[config.mk]
export PLATFORM = sky130hd
export DESIGN_NAME = level_kary
export DESIGN_NICKNAME = d
export VERILOG_FILES = /design/src/rtl/level_kary_pkg.sv /design/src/rtl/level_kary_bank.sv /design/src/rtl/level_kary.sv
export SDC_FILE = /design/constraint.sdc
export NUM_CORES = 1
export LEC_CHECK = 0
export ABC_AREA = 1
export CAP_MARGIN = 20
export CORE_MARGIN = 2
export CORE_UTILIZATION = 48
export DETAILED_ROUTE_END_ITERATION = 8
export PLACE_DENSITY = 0.85
export SLEW_MARGIN = 20
export SYNTH_ARGS = -nofsm -noshare
export SYNTH_HDL_FRONTEND = slang
export SYNTH_HIERARCHICAL = 1
export SYNTH_SLANG_ARGS = --single-unit
[constraint.sdc]
create_clock -name clk -period 2 [get_ports clk]
set_input_delay 0.4 -clock clk [delete_from_list [all_inputs] [get_ports clk]]
set_output_delay 0.4 -clock clk [all_outputs]
set_load 0.01 [all_outputs]
[src/rtl/level_kary_pkg.sv]
// Shared heap types for the pipelined-heap level storage.
// entry_t is the stored heap entry. log2 gives the bit count needed to
// index a power-of-two quantity.
package pheapTypes;

  typedef logic [7:0] entry_t;

  function automatic int log2(input int value);
    int r;
    r = 0;
    for (int i = 0; i < 31; i++) begin
      if ((1 << i) < value) r = i + 1;
    end
    return r;
  endfunction

endpackage

[src/rtl/level_kary_bank.sv]
// level_bank: one bank of a heap level, a DEPTH-deep synchronous RAM with
// one write port and one registered read port.
// Ports:
//   clk            - clock
//   we/waddr/wdata - write port, commits at the rising edge
//   re/raddr       - read port, data appears on rdata one cycle later
//   rdata          - read data; a same-cycle write to raddr is not visible
//                    (old contents are returned)
// Contents are not reset; the owner clears them.
module level_bank #(
  parameter int DEPTH = 4,
  parameter int WIDTH = 8,
  parameter int AW    = 2
) (
  input  logic             clk,
  input  logic             we,
  input  logic [AW-1:0]    waddr,
  input  logic [WIDTH-1:0] wdata,
  input  logic             re,
  input  logic [AW-1:0]    raddr,
  output logic [WIDTH-1:0] rdata
);

  logic [WIDTH-1:0] mem [DEPTH];

  always_ff @(posedge clk) begin
    if (we) mem[waddr] <= wdata;
    if (re) rdata <= mem[raddr];
  end

endmodule

[src/rtl/level_kary.sv]
// level_kary: storage for one level of a k-ary pipelined heap.
// Entry i lives in bank (i mod ARITY), row (i >> LA), so the ARITY children
// of parent p are row p of every bank and are fetched in one access.
// Ports:
//   clk, rst_n        - clock, async active-low reset
//   init_done         - high once the zero-clear sweep has finished
//   top_*             - single-entry read/write port (read has priority)
//   bot_req/bot_paddr - child-group read for parent p from the level below
//   bot_ready/rvalid  - handshake for the child-group read
//   bot_rdata         - child k in slice [k*ENTRY_W +: ENTRY_W]
//
// state  | meaning
// INIT   | clearing row row_cnt of every bank, requests ignored
// READY  | serving top and bottom requests
module level_kary
  import pheapTypes::*;
#(
  parameter int LEVEL   = 2,
  parameter int ARITY   = 2,
  parameter int ENTRY_W = $bits(entry_t)
) (
  input  logic                       clk,
  input  logic                       rst_n,
  output logic                       init_done,
  input  logic                       top_req,
  input  logic                       top_we,
  input  logic [(LEVEL-1)*log2(ARITY)-1:0] top_addr,
  input  logic [ENTRY_W-1:0]         top_wdata,
  output logic                       top_ready,
  output logic                       top_rvalid,
  output logic [ENTRY_W-1:0]         top_rdata,
  input  logic                       bot_req,
  input  logic [(((LEVEL-2)*log2(ARITY)) > 1 ? ((LEVEL-2)*log2(ARITY)) : 1)-1:0] bot_paddr,
  output logic                       bot_ready,
  output logic                       bot_rvalid,
  output logic [ARITY*ENTRY_W-1:0]   bot_rdata
);

  localparam int LA      = log2(ARITY);
  localparam int ADDR_W  = (LEVEL-1)*LA;
  localparam int ROWS    = ARITY**(LEVEL-2);
  localparam int PADDR_W = ((LEVEL-2)*LA > 1) ? (LEVEL-2)*LA : 1;

  if (LEVEL < 2 || ARITY < 2 || (ARITY & (ARITY-1)) != 0) begin : g_bad_params
    $error("level_kary: LEVEL must be >= 2 and ARITY a power of two >= 2");
  end

  localparam logic [0:0] ST_INIT  = 1'b0;
  localparam logic [0:0] ST_READY = 1'b1;

  logic [0:0]         state;
  logic [PADDR_W-1:0] row_cnt;

  logic               top_acc, top_rd, top_wr, bot_acc;
  logic [LA-1:0]      top_bank;
  logic [PADDR_W-1:0] top_row, bot_row, rd_row;
  logic [ENTRY_W-1:0] bank_rd [ARITY];
  logic [ARITY-1:0]   fwd_hit_d, fwd_hit_q;
  logic [ENTRY_W-1:0] fwd_data_q;
  logic [LA-1:0]      top_sel_q;
  logic               top_rvalid_q, bot_rvalid_q;

  assign init_done = (state == ST_READY);
  assign top_ready = init_done;
  assign bot_ready = init_done & ~(top_req & ~top_we);

  assign top_acc  = top_req & init_done;
  assign top_rd   = top_acc & ~top_we;
  assign top_wr   = top_acc & top_we;
  assign bot_acc  = bot_req & bot_ready;

  assign top_bank = top_addr[LA-1:0];
  assign top_row  = PADDR_W'(top_addr >> LA);
  // A two-level heap has a single row, so the parent index is meaningless.
  assign bot_row  = bot_paddr & {PADDR_W{(LEVEL > 2)}};
  // Only one read can be accepted per cycle; a top read blocks the bottom.
  assign rd_row   = top_rd ? top_row : bot_row;

  always_ff @(posedge clk or negedge rst_n) begin
    if (!rst_n) begin
      state   <= ST_INIT;
      row_cnt <= '0;
    end else if (state == ST_INIT) begin
      if (row_cnt == PADDR_W'(ROWS-1)) state <= ST_READY;
      else row_cnt <= row_cnt + PADDR_W'(1);
    end
  end

  for (genvar k = 0; k < ARITY; k++) begin : g_bank
    logic               we_k;
    logic [PADDR_W-1:0] waddr_k;
    logic [ENTRY_W-1:0] wdata_k;

    assign we_k    = ~init_done | (top_wr & (top_bank == LA'(k)));
    assign waddr_k = init_done ? top_row : row_cnt;
    assign wdata_k = init_done ? top_wdata : '0;

    // The bank returns pre-write data, so a write landing on a child being
    // read in the same cycle is forwarded around the RAM.
    assign fwd_hit_d[k] = bot_acc & top_wr & (top_row == bot_row) &
                          (top_bank == LA'(k));

    level_bank #(
      .DEPTH(ROWS),
      .WIDTH(ENTRY_W),
      .AW   (PADDR_W)
    ) u_bank (
      .clk  (clk),
      .we   (we_k),
      .waddr(waddr_k),
      .wdata(wdata_k),
      .re   (top_rd | bot_acc),
      .raddr(rd_row),
      .rdata(bank_rd[k])
    );

    assign bot_rdata[k*ENTRY_W +: ENTRY_W] =
      bot_rvalid_q ? (fwd_hit_q[k] ? fwd_data_q : bank_rd[k]) : '0;
  end

  always_ff @(posedge clk or negedge rst_n) begin
    if (!rst_n) begin
      top_rvalid_q <= 1'b0;
      bot_rvalid_q <= 1'b0;
      top_sel_q    <= '0;
      fwd_hit_q    <= '0;
      fwd_data_q   <= '0;
    end else begin
      top_rvalid_q <= top_rd;
      bot_rvalid_q <= bot_acc;
      top_sel_q    <= top_bank;
      fwd_hit_q    <= fwd_hit_d;
      fwd_data_q   <= top_wdata;
    end
  end

  assign top_rvalid = top_rvalid_q;
  assign bot_rvalid = bot_rvalid_q;
  assign top_rdata  = top_rvalid_q ? bank_rd[top_sel_q] : '0;

endmodule

==> impl_metrics.ini, run 1 <==
[worst_setup_path]
path_buf_inv = 2
critPathTopFamily = buffers and inverters
slowest_stage = clkdlybuf4s50_1
critPathKind = register to primary output
start_kind = register
endpoint_kind = primary output
max_stage_delay_ns = 0.47
critPathArrivalTime_ns = 1.56
path_max_fanout = 8
crit_chain = buf_4, o21ai_1, nor2_1, clkdlybuf4s50_1
worstPathRequired_ns = 1.60

[clocking]
clock_latency_ns = 0.29
cts_tree = done
numCtsBuffers = 5
clk_pin_slew_ns = 0.08
hold_buffers = 0
cts-root-buf = clkbuf_8
htreeDepth = 2
numClockSinks = 46
cts_buffer_depth = 2

[power]
cellPowerDensity_mw_per_mm2 = 786
seq_power_share_pct = 58.5
internal-power_mw = 1.54
power.clock.fraction_pct = 33.2
power.switching_uw = 394
swShare_pct = 20.3
ir_drop_mv = 0.665
leakagePower_nw = 1.38
p_comb_share_pct = 8.3

[job]
max-cap-violations = 0

[timing]
fmax_ghz = 0.511
min_period_ns = 1.96
final-setup-viol-count = 0
finalMaxSlewViolations = 0
tightestPinTransition_ns = 0.617
fin_ws_ns = 0.0420
max-slew-margin-rel_pct = 58.7
skew_ns = 0.00309
post-route-period-util_pct = 97.9
fin_setup_tns_ns = 0
hold_viol_final = 0

[drt]
avgRoutedWirePerCell_um = 12.8
first_iter_violations = 143
drc = 0
detail_route.first_pass.iterations = 4
vias = 1261
ant_nets = 0
routed_via_density = 4.83
drt_wl_total_mm = 3.33

[finish]
antennaDiodeCount = 0
stdcell_count = 261
drive_gt1_share_pct = 11.3
final_util_pct = 68.4
fillers = 245
area_delta_synth_final_pct = 38.4
multi_input_area_um2 = 389
fin_nets = 227
seq_area_mm2 = 0.00132

[placed_design]
dpl.hpwl_mm = 2.55
placed_cells = 250
gp_congestion = 0.881
place_ws_ns = -0.0321
io_buffers = 42

[global_routing]
grt_pass1_wl_mm = 5.30
grt_pass1_vias = 1143
grt_antenna_before_repair = 0
grt_usage_pct = 17.4
grt_max_degree = 18
grt-ovfl-total = 0

[logic_synthesis]
synth_area_per_cell_um2 = 11.3
syn_nets = 173
syn_area_mm2 = 0.00178
ys_warn_count = 6
synth_cells = 158

[run_status]
status = complete, no violations

[floorplan]
die_y_um = 64.9
coreArea_mm2 = 0.00361
die_area_mm2 = 0.00422
num_rows = 22
io_pins = 44
die_w_um = 64.9
initial_core_util_pct = 49.4

[worst_hold_path]
min_path_type = register to register
registers in the layout, indices dropped and copies added (netlist names):
signal               cells
g_bank.u_bank/rdata     16
bot_rvalid               1
fwd_hit_q                2
init_done                1
top_sel_q                1
top_rvalid               1
fwd_data_q               8
g_bank.u_bank/mem       16
final timing paths:
check | from | to | slack [ns] | cells past startpoint
min in group asynchronous | rst_n | top_sel_q$_DFF_PN0_ | 0.49 | 1
setup / recovery | top_sel_q$_DFF_PN0_ | top_rdata[6] | 0.04 | 4
setup reg to reg | init_done$_DFF_PN0_ | g_bank[0].u_bank/mem[0][3]$_DFFE_PP_ | 0.76 | 2
hold reg to reg | g_bank[1].u_bank/mem[0][2]$_DFFE_PP_ | g_bank[1].u_bank/rdata[2]$_DFFE_PP_ | 0.42 | 0
max in group asynchronous | rst_n | fwd_hit_q[0]$_DFF_PN0_ | 1.08 | 1
hold / removal | g_bank[1].u_bank/mem[0][2]$_DFFE_PP_ | g_bank[1].u_bank/rdata[2]$_DFFE_PP_ | 0.42 | 0
power by group through the flow:
| stage | Combinational [mW] | Clock, mW | Sequential [mW] |
|---|---|---|---|
| 2_1_floorplan | 0.0673 | 0 | 1.14 |
| 3_3_place_gp | 0.159 | 0 | 1.15 |
| 3_5_place_dp | 0.165 | 0 | 1.15 |
| 4_1_cts | 0.164 | 0.658 | 1.13 |
| 5_1_grt | 0.179 | 0.704 | 1.14 |
| 6_report | 0.161 | 0.643 | 1.13 |
stage by stage:
step | instance area [µm²] | power, mW | hold WS [ns]
6_report | 2470 | 1.94 | 0.419
5_1_grt | 2470 | 2.02 | 0.433
4_1_cts | 2390 | 1.96 | 0.423
3_5_place_dp | 2280 | 1.32 | 0.405
3_3_place_gp | 2280 | 1.31 | 0.403
2_1_floorplan | 1780 | 1.21 | 0.104
final cells by class:
cell class              instances  area share (%)
clock buffers                   5            2.79
clock inverters                 3            1.62
inverters                      16            2.64
multi-input cells              93            15.8
flip-flops and latches         46            53.4
well taps                      48            2.44
repair buffers                 50            21.4
repair_timing:
item	in CTS	in global routing
resized for setup	11	23
setup endpoints to repair	23	22
buffers inserted	0	3
cells in the final DEF, fill, tap and decap left out, types with 5 or more instances in the layout:
master            n
nor2_1           52
dlymetal6s2s_1   21
edfxtp_1         32
o21ai_0          15
buf_4             7
clkbuf_8          5
dfrtp_1          10
clkdlybuf4s50_1  18
nand2_1          11
o21ai_1           9
inv_1            13
metal layers:
| layer | vias up | part of all wire [%] | track usage, % |
|---|---|---|---|
| li1 | 628 | - | - |
| met5 | - | 0 | 0 |
| met3 | 9 | 5.8 | 4.34 |
| met4 | 0 | 3.0 | 8.78 |
| met1 | 570 | 42 | 21.9 |
| met2 | 54 | 49 | 28.0 |
(Power assumes the default switching activity.)
==> run 2, diff against run 1 <==
- SYNTH_HIERARCHICAL: 1 -> unset
==> run 2 against run 1 <==
  * Sequential share of layout area decreased by 0.88 points
  * Combinational power grew 6%
  * Synthesized cell count stayed put
  * Routed wire length increased by 6.2%
  * First-iteration DRC count is 20% lower
  * Core utilization increased by 1.2 points
  * Clock power increased by 21%
  * Cell count is 1.9% higher
  * Synthesized area is the same
  * Clock-buffer cell count unchanged
  * Critical endpoint is now bot_rdata[14]
  * Largest cell class unchanged
  * Largest power group unchanged
==> impl_metrics.ini, run 2 <==
[logic_synthesis]
synthMuxAreaShare_pct = 0
synthAdderAreaFrac_pct = 0
synth_xor_area_share_pct = 0
yosys.cell_types.count = 15
synth_edf_count = 32
synth-seq-cells = 46
yosysTopAreaCell = edfxtp_1
synth_area_per_cell_um2 = 11.3
synth_top_family_by_area = simple AND/OR/NAND/NOR gates
synth-compound-area-share_pct = 7.02
synth_most_common_cell = nor2_1
syn_area_mm2 = 0.00178
syn_nets = 173
async_flop_share_pct = 30.4
yosysTopAreaCellShare_pct = 53.9
yosys-top-cells-count = nor2_1 (53), edfxtp_1 (32), o21ai_0 (18), dfrtp_1 (14), inv_1 (13)
ys.flop_type = edfxtp_1
seq_area_frac_synth_pct = 73.6
ys_warn_count = 0
synth_simple_gate_area_share_pct = 14.5
synth_cells = 158
synth_area_leaders = edfxtp_1 (54%), dfrtp_1 (20%), nor2_1 (11%)

[finish]
final_cell_mix = nor2_1 (52), edfxtp_1 (32), clkdlybuf4s50_1 (21)
fillers = 249
area_delta_synth_final_pct = 40.9
antennaDiodeCount = 0
top_regs = g_bank.u_bank.mem x16, g_bank.u_bank.rdata x16, fwd_data_q x8
fin_nets = 232
final_util_pct = 69.6
drive_gt1_share_pct = 13.3
final_common_cell = nor2_1

[drt]
wl_met3_um = 288
avgRoutedWirePerCell_um = 13.3
drc = 0
met2_length_mm = 1.70
dr.max_layer_used = met4
m1WireLength_mm = 1.45
routed_via_density = 4.93
vias = 1311
drt_wl_total_mm = 3.54
first_iter_violations = 114
ant_nets = 0
detail_route.first_pass.iterations = 4

[global_routing]
grt_pass1_vias = 1127
grt_max_degree = 18
grt_usage_pct = 17.5
grt_antenna_before_repair = 0
grt-ovfl-total = 0
grt_pass1_wl_mm = 5.29

[clocking]
hold_buffers = 0
cts_buffer_depth = 2
numCtsBuffers = 5
htreeDepth = 2
clk_pin_slew_ns = 0.08
numClockSinks = 46
cts-root-buf = clkbuf_8
cts_tree = done
clock_latency_ns = 0.30

[worst_setup_path]
worstPathRequired_ns = 1.60
critPathArrivalTime_ns = 1.56
critPathKind = register to primary output
crit_chain = buf_4, o21ai_0, nor2_1, clkdlybuf4s50_1
path_buf_inv = 2
reg2reg_depth = 3
r2r-end = g_bank[1].u_bank.rdata[2]$_DFFE_PP_
max_stage_delay_ns = 0.47
critPathTopFamily = buffers and inverters
r2r_slack_ns = 0.77
reg2reg_from = init_done$_DFF_PN0_
slowest_stage = clkdlybuf4s50_1
cp.depth = 4
endpoint_kind = primary output
start_kind = register
path_max_fanout = 4

[placed_design]
dpl.hpwl_mm = 2.44
place_ws_ns = 0.0121
gp_congestion = 0.847
io_buffers = 42

[timing]
fin_setup_tns_ns = 0
tightestPinTransition_ns = 0.657
hold_slack_ns = 0.410
finalMaxSlewViolations = 0
fin_ws_ns = 0.0390
skew_ns = 0.0110
post-route-period-util_pct = 98.1
fmax_ghz = 0.510
final-setup-viol-count = 0
min_period_ns = 1.96
max-slew-margin-rel_pct = 56.1
hold_viol_final = 0

[worst_hold_path]
holdCritStartpoint = g_bank[0].u_bank.mem[0][1]$_DFFE_PP_
whs_endpoint = g_bank[0].u_bank.rdata[1]$_DFFE_PP_
min_path_type = register to register
hold_path_depth = 0

[job]
max-cap-violations = 0

[floorplan]
num_rows = 22
initial_core_util_pct = 49.4
die_w_um = 64.9
die_area_mm2 = 0.00422
io_pins = 44
coreArea_mm2 = 0.00361
die_y_um = 64.9

[power]
ir_drop_mv = 0.689
leakagePower_nw = 1.30
cellPowerDensity_mw_per_mm2 = 828

[run_status]
status = complete, no violations
run 2: worst register-to-register path, cell delays in order (launching register included):
cell,delay [ns]
dfrtp_1,0.44
inv_1,0.11
a21oi_1,0.14
buf_4,0.24
run 2: routing by layer:
layer	vias to the layer above	track usage, %
li1	635	-
met1	600	21.6
met2	63	26.9
met3	13	4.86
met4	0	11.7
met5	-	0
run 2: report_power, final:
group | internal, mW | leakage, nW | switching, mW
sequential | 1.10 | 0.472 | 0.0333
clock | 0.494 | 0.0658 | 0.282
combinational | 0.0844 | 0.765 | 0.0864
run 2: metrics by stage:
| step | total power [mW] | instance area (µm²) | cells |
|---|---|---|---|
| 3_3_place_gp | 1.31 | 2270 | 249 |
| 4_1_cts | 2.08 | 2420 | 259 |
| 5_1_grt | 2.16 | 2510 | 266 |
| 6_report | 2.08 | 2510 | 266 |
| 2_1_floorplan | 1.21 | 1780 | 158 |
| 3_5_place_dp | 1.31 | 2270 | 249 |
run 2: how the worst max path moves through the flow:
stage                      startpoint                                  end  slack (ns)
6_report       fwd_hit_q[1]$_DFF_PN0_                        bot_rdata[14]        0.04
5_1_grt        fwd_hit_q[1]$_DFF_PN0_                        bot_rdata[14]      -0.002
2_1_floorplan     init_done$_DFF_PN0_  g_bank[0].u_bank.rdata[0]$_DFFE_PP_        0.24
3_3_place_gp                   top_we                            bot_ready        0.06
4_1_cts        fwd_hit_q[0]$_DFF_PN0_                         bot_rdata[5]       0.006
3_5_place_dp                  top_req                            bot_ready        0.01
run 2: cell families (layout without fill, tap and decap cells):
logic type,count (synthesis),count (layout)
other,1,1
buffers and inverters,19,79
and+or+nand+nor,67,67
AOI/OAI and AO/OA,25,25
DFF,46,46
run 2: cell type report:
cell class / count / area (µm²) / share of cell area (%)
well taps: 48 / 60.1 / 2.39
inverters: 16 / 67.6 / 2.69
flip-flops and latches: 46 / 1320 / 52.5
multi-input cells: 93 / 389 / 15.5
repair buffers: 55 / 543 / 21.6
clock inverters: 3 / 63.8 / 2.54
clock buffers: 5 / 68.8 / 2.74
run 2: repair_timing:
action	in CTS	in global routing
gates resized for setup	16	17
setup endpoints to repair	24	17
buffers inserted	2	7
==> run 3, diff against run 2 <==
--- a/constraint.sdc
+++ b/constraint.sdc
@@ -3,2 +3,2 @@
 set_output_delay 0.4 -clock clk [all_outputs]
-set_load 0.01 [all_outputs]
+set_load 0.02 [all_outputs]
==> run 3 against run 2 <==
  * Cell count is 3.0% lower
  * First-iteration DRC count is 7.9% lower
  * Maximum frequency is 3.7% higher
  * Power is 13% lower
  * Critical path depth stayed put
  * Global-route usage is 0.79 points lower
  * Non-clock buffer count is 8 lower
  * Largest cell class unchanged
  * Highest routed layer unchanged
==> impl_metrics.ini, run 3 (synthesis results as in run 2) <==
[run_status]
status = complete, no violations

[finish]
top_regs = g_bank.u_bank.mem x16, g_bank.u_bank.rdata x16, fwd_data_q x8
final_common_cell = nor2_1
fillers = 287
fin_nets = 224
final_util_pct = 64.7
antennaDiodeCount = 0
stdcell_area_mm2 = 0.00233
drive_gt1_share_pct = 7.14
area_delta_synth_final_pct = 30.9
final_cell_mix = nor2_1 (53), edfxtp_1 (32), dlygate4sd2_1 (25)

[clocking]
htreeDepth = 2
numClockSinks = 46
clock_latency_ns = 0.29
cts_buffer_depth = 2
cts-root-buf = clkbuf_8
numCtsBuffers = 5
cts_tree = done
clk_pin_slew_ns = 0.07

[floorplan]
io_pins = 44
die_area_mm2 = 0.00422
coreArea_mm2 = 0.00361
initial_core_util_pct = 49.4
die_y_um = 64.9
die_w_um = 64.9
num_rows = 22

[timing]
max-slew-margin-rel_pct = 56.3
rsz0062_at_grt = false
finalMaxSlewViolations = 0
fin_ws_ns = 0.109
post-route-period-util_pct = 94.6
hold_viol_final = 0
final-setup-viol-count = 0
tightestPinTransition_ns = 0.653
fmax_ghz = 0.529
min_period_ns = 1.89
skew_ns = 0.00392

[drt]
drt_wl_total_mm = 3.05
first_iter_violations = 105
ant_nets = 0
drc = 0
routed_via_density = 4.66
detail_route.first_pass.iterations = 4
avgRoutedWirePerCell_um = 11.8
vias = 1203

[power]
cellPowerDensity_mw_per_mm2 = 772
power.clock.fraction_pct = 27.9
swShare_pct = 21.9
total_power_mw = 1.80
leakagePower_nw = 1.11
internal-power_mw = 1.41
p_comb_share_pct = 9.1
ir_drop_mv = 0.491
power.switching_uw = 394
seq_power_share_pct = 63.0

[global_routing]
grt-ovfl-total = 0
grt_pass1_vias = 1096
grt_antenna_before_repair = 0
grt_pass1_wl_mm = 5.02
grt_max_degree = 18
grt_usage_pct = 16.7

[worst_setup_path]
crit_path_frequent_cell = nor2_1
path_max_fanout = 9
critPathTopFamily = buffers and inverters
critPathKind = register to primary output
reg2reg_from = init_done$_DFF_PN0_
crit_chain = inv_2, nor2_1, nor2_1, dlygate4sd2_1
path_buf_inv = 2
reg2reg_depth = 3
start_kind = register
r2r_slack_ns = 0.81
r2r-end = g_bank[1].u_bank.rdata[5]$_DFFE_PP_
max_stage_delay_ns = 0.48
endpoint_kind = primary output
slowest_stage = dfrtp_1
worstPathRequired_ns = 1.60
critPathArrivalTime_ns = 1.49

[placed_design]
place_ws_ns = -0.0442
dpl.hpwl_mm = 2.47
io_buffers = 42
gp_congestion = 0.855
placed_area_mm2 = 0.00228

[worst_hold_path]
min_path_type = register to register
whs_endpoint = g_bank[0].u_bank.rdata[5]$_DFFE_PP_
hold_path_depth = 0
holdCritStartpoint = g_bank[0].u_bank.mem[0][5]$_DFFE_PP_

[job]
max-cap-violations = 0
==> run 3: how the worst max path moves through the flow <==
stage                     cells past startpoint                start                                   to  slack, ns
final                                         4  top_sel_q$_DFF_PN0_                         top_rdata[5]       0.11
after global placement                        4               top_we                            bot_ready     -0.006
after floorplan                               2  init_done$_DFF_PN0_  g_bank[0].u_bank.rdata[0]$_DFFE_PP_       0.15
after global routing                          4  top_sel_q$_DFF_PN0_                         top_rdata[0]       0.02
after detailed placement                      5              top_req                            bot_ready      -0.04
after CTS                                     2  init_done$_DFF_PN0_                            init_done       0.05
==> run 3: layer usage <==
| layer | vias to the layer above | part of all wire (%) | track usage (%) |
|---|---|---|---|
| met2 | 38 | 46 | 25.9 |
| met5 | - | 0 | 0 |
| met3 | 11 | 4.9 | 4.51 |
| li1 | 625 | - | - |
| met1 | 529 | 45 | 20.6 |
| met4 | 0 | 3.4 | 10.9 |
==> run 3: layout make-up <==
cell class,instances,area (µm²),share of cell area [%]
Tap cell,48,60.1,2.58
Clock inverter,2,8.76,0.376
Inverter,16,60.1,2.58
Timing Repair Buffer,47,432,18.5
Sequential cell,46,1310,56.3
Clock buffer,6,72.6,3.11
Multi-Input combinational cell,93,387,16.6
==> run 3: timing repair <==
action / 4_1_cts / 5_1_grt
pin swaps: 0 / 0
resized for setup: 26 / 2
setup buffers: 0 / 0
endpoints found under the setup margin: 25 / 2
hold buffers: 0 / 0
==> run 3: per-stage QoR <==
| stage | instances | setup TNS [ns] | hold WS [ns] |
|---|---|---|---|
| 5_1_grt | 258 | 0 | 0.434 |
| 3_3_place_gp | 250 | -0.00621 | 0.405 |
| 6_report | 258 | 0 | 0.422 |
| 3_5_place_dp | 250 | -0.0442 | 0.405 |
| 4_1_cts | 258 | 0 | 0.425 |
| 2_1_floorplan | 158 | 0 | 0.104 |
==> run 3: power by group through the flow <==
stage	Clock, mW	Combinational, mW	Sequential, mW
after detailed placement	0	0.181	1.15
after floorplan	0	0.0834	1.14
after CTS	0.525	0.166	1.13
after global placement	0	0.176	1.15
final	0.503	0.164	1.13
after global routing	0.565	0.182	1.14
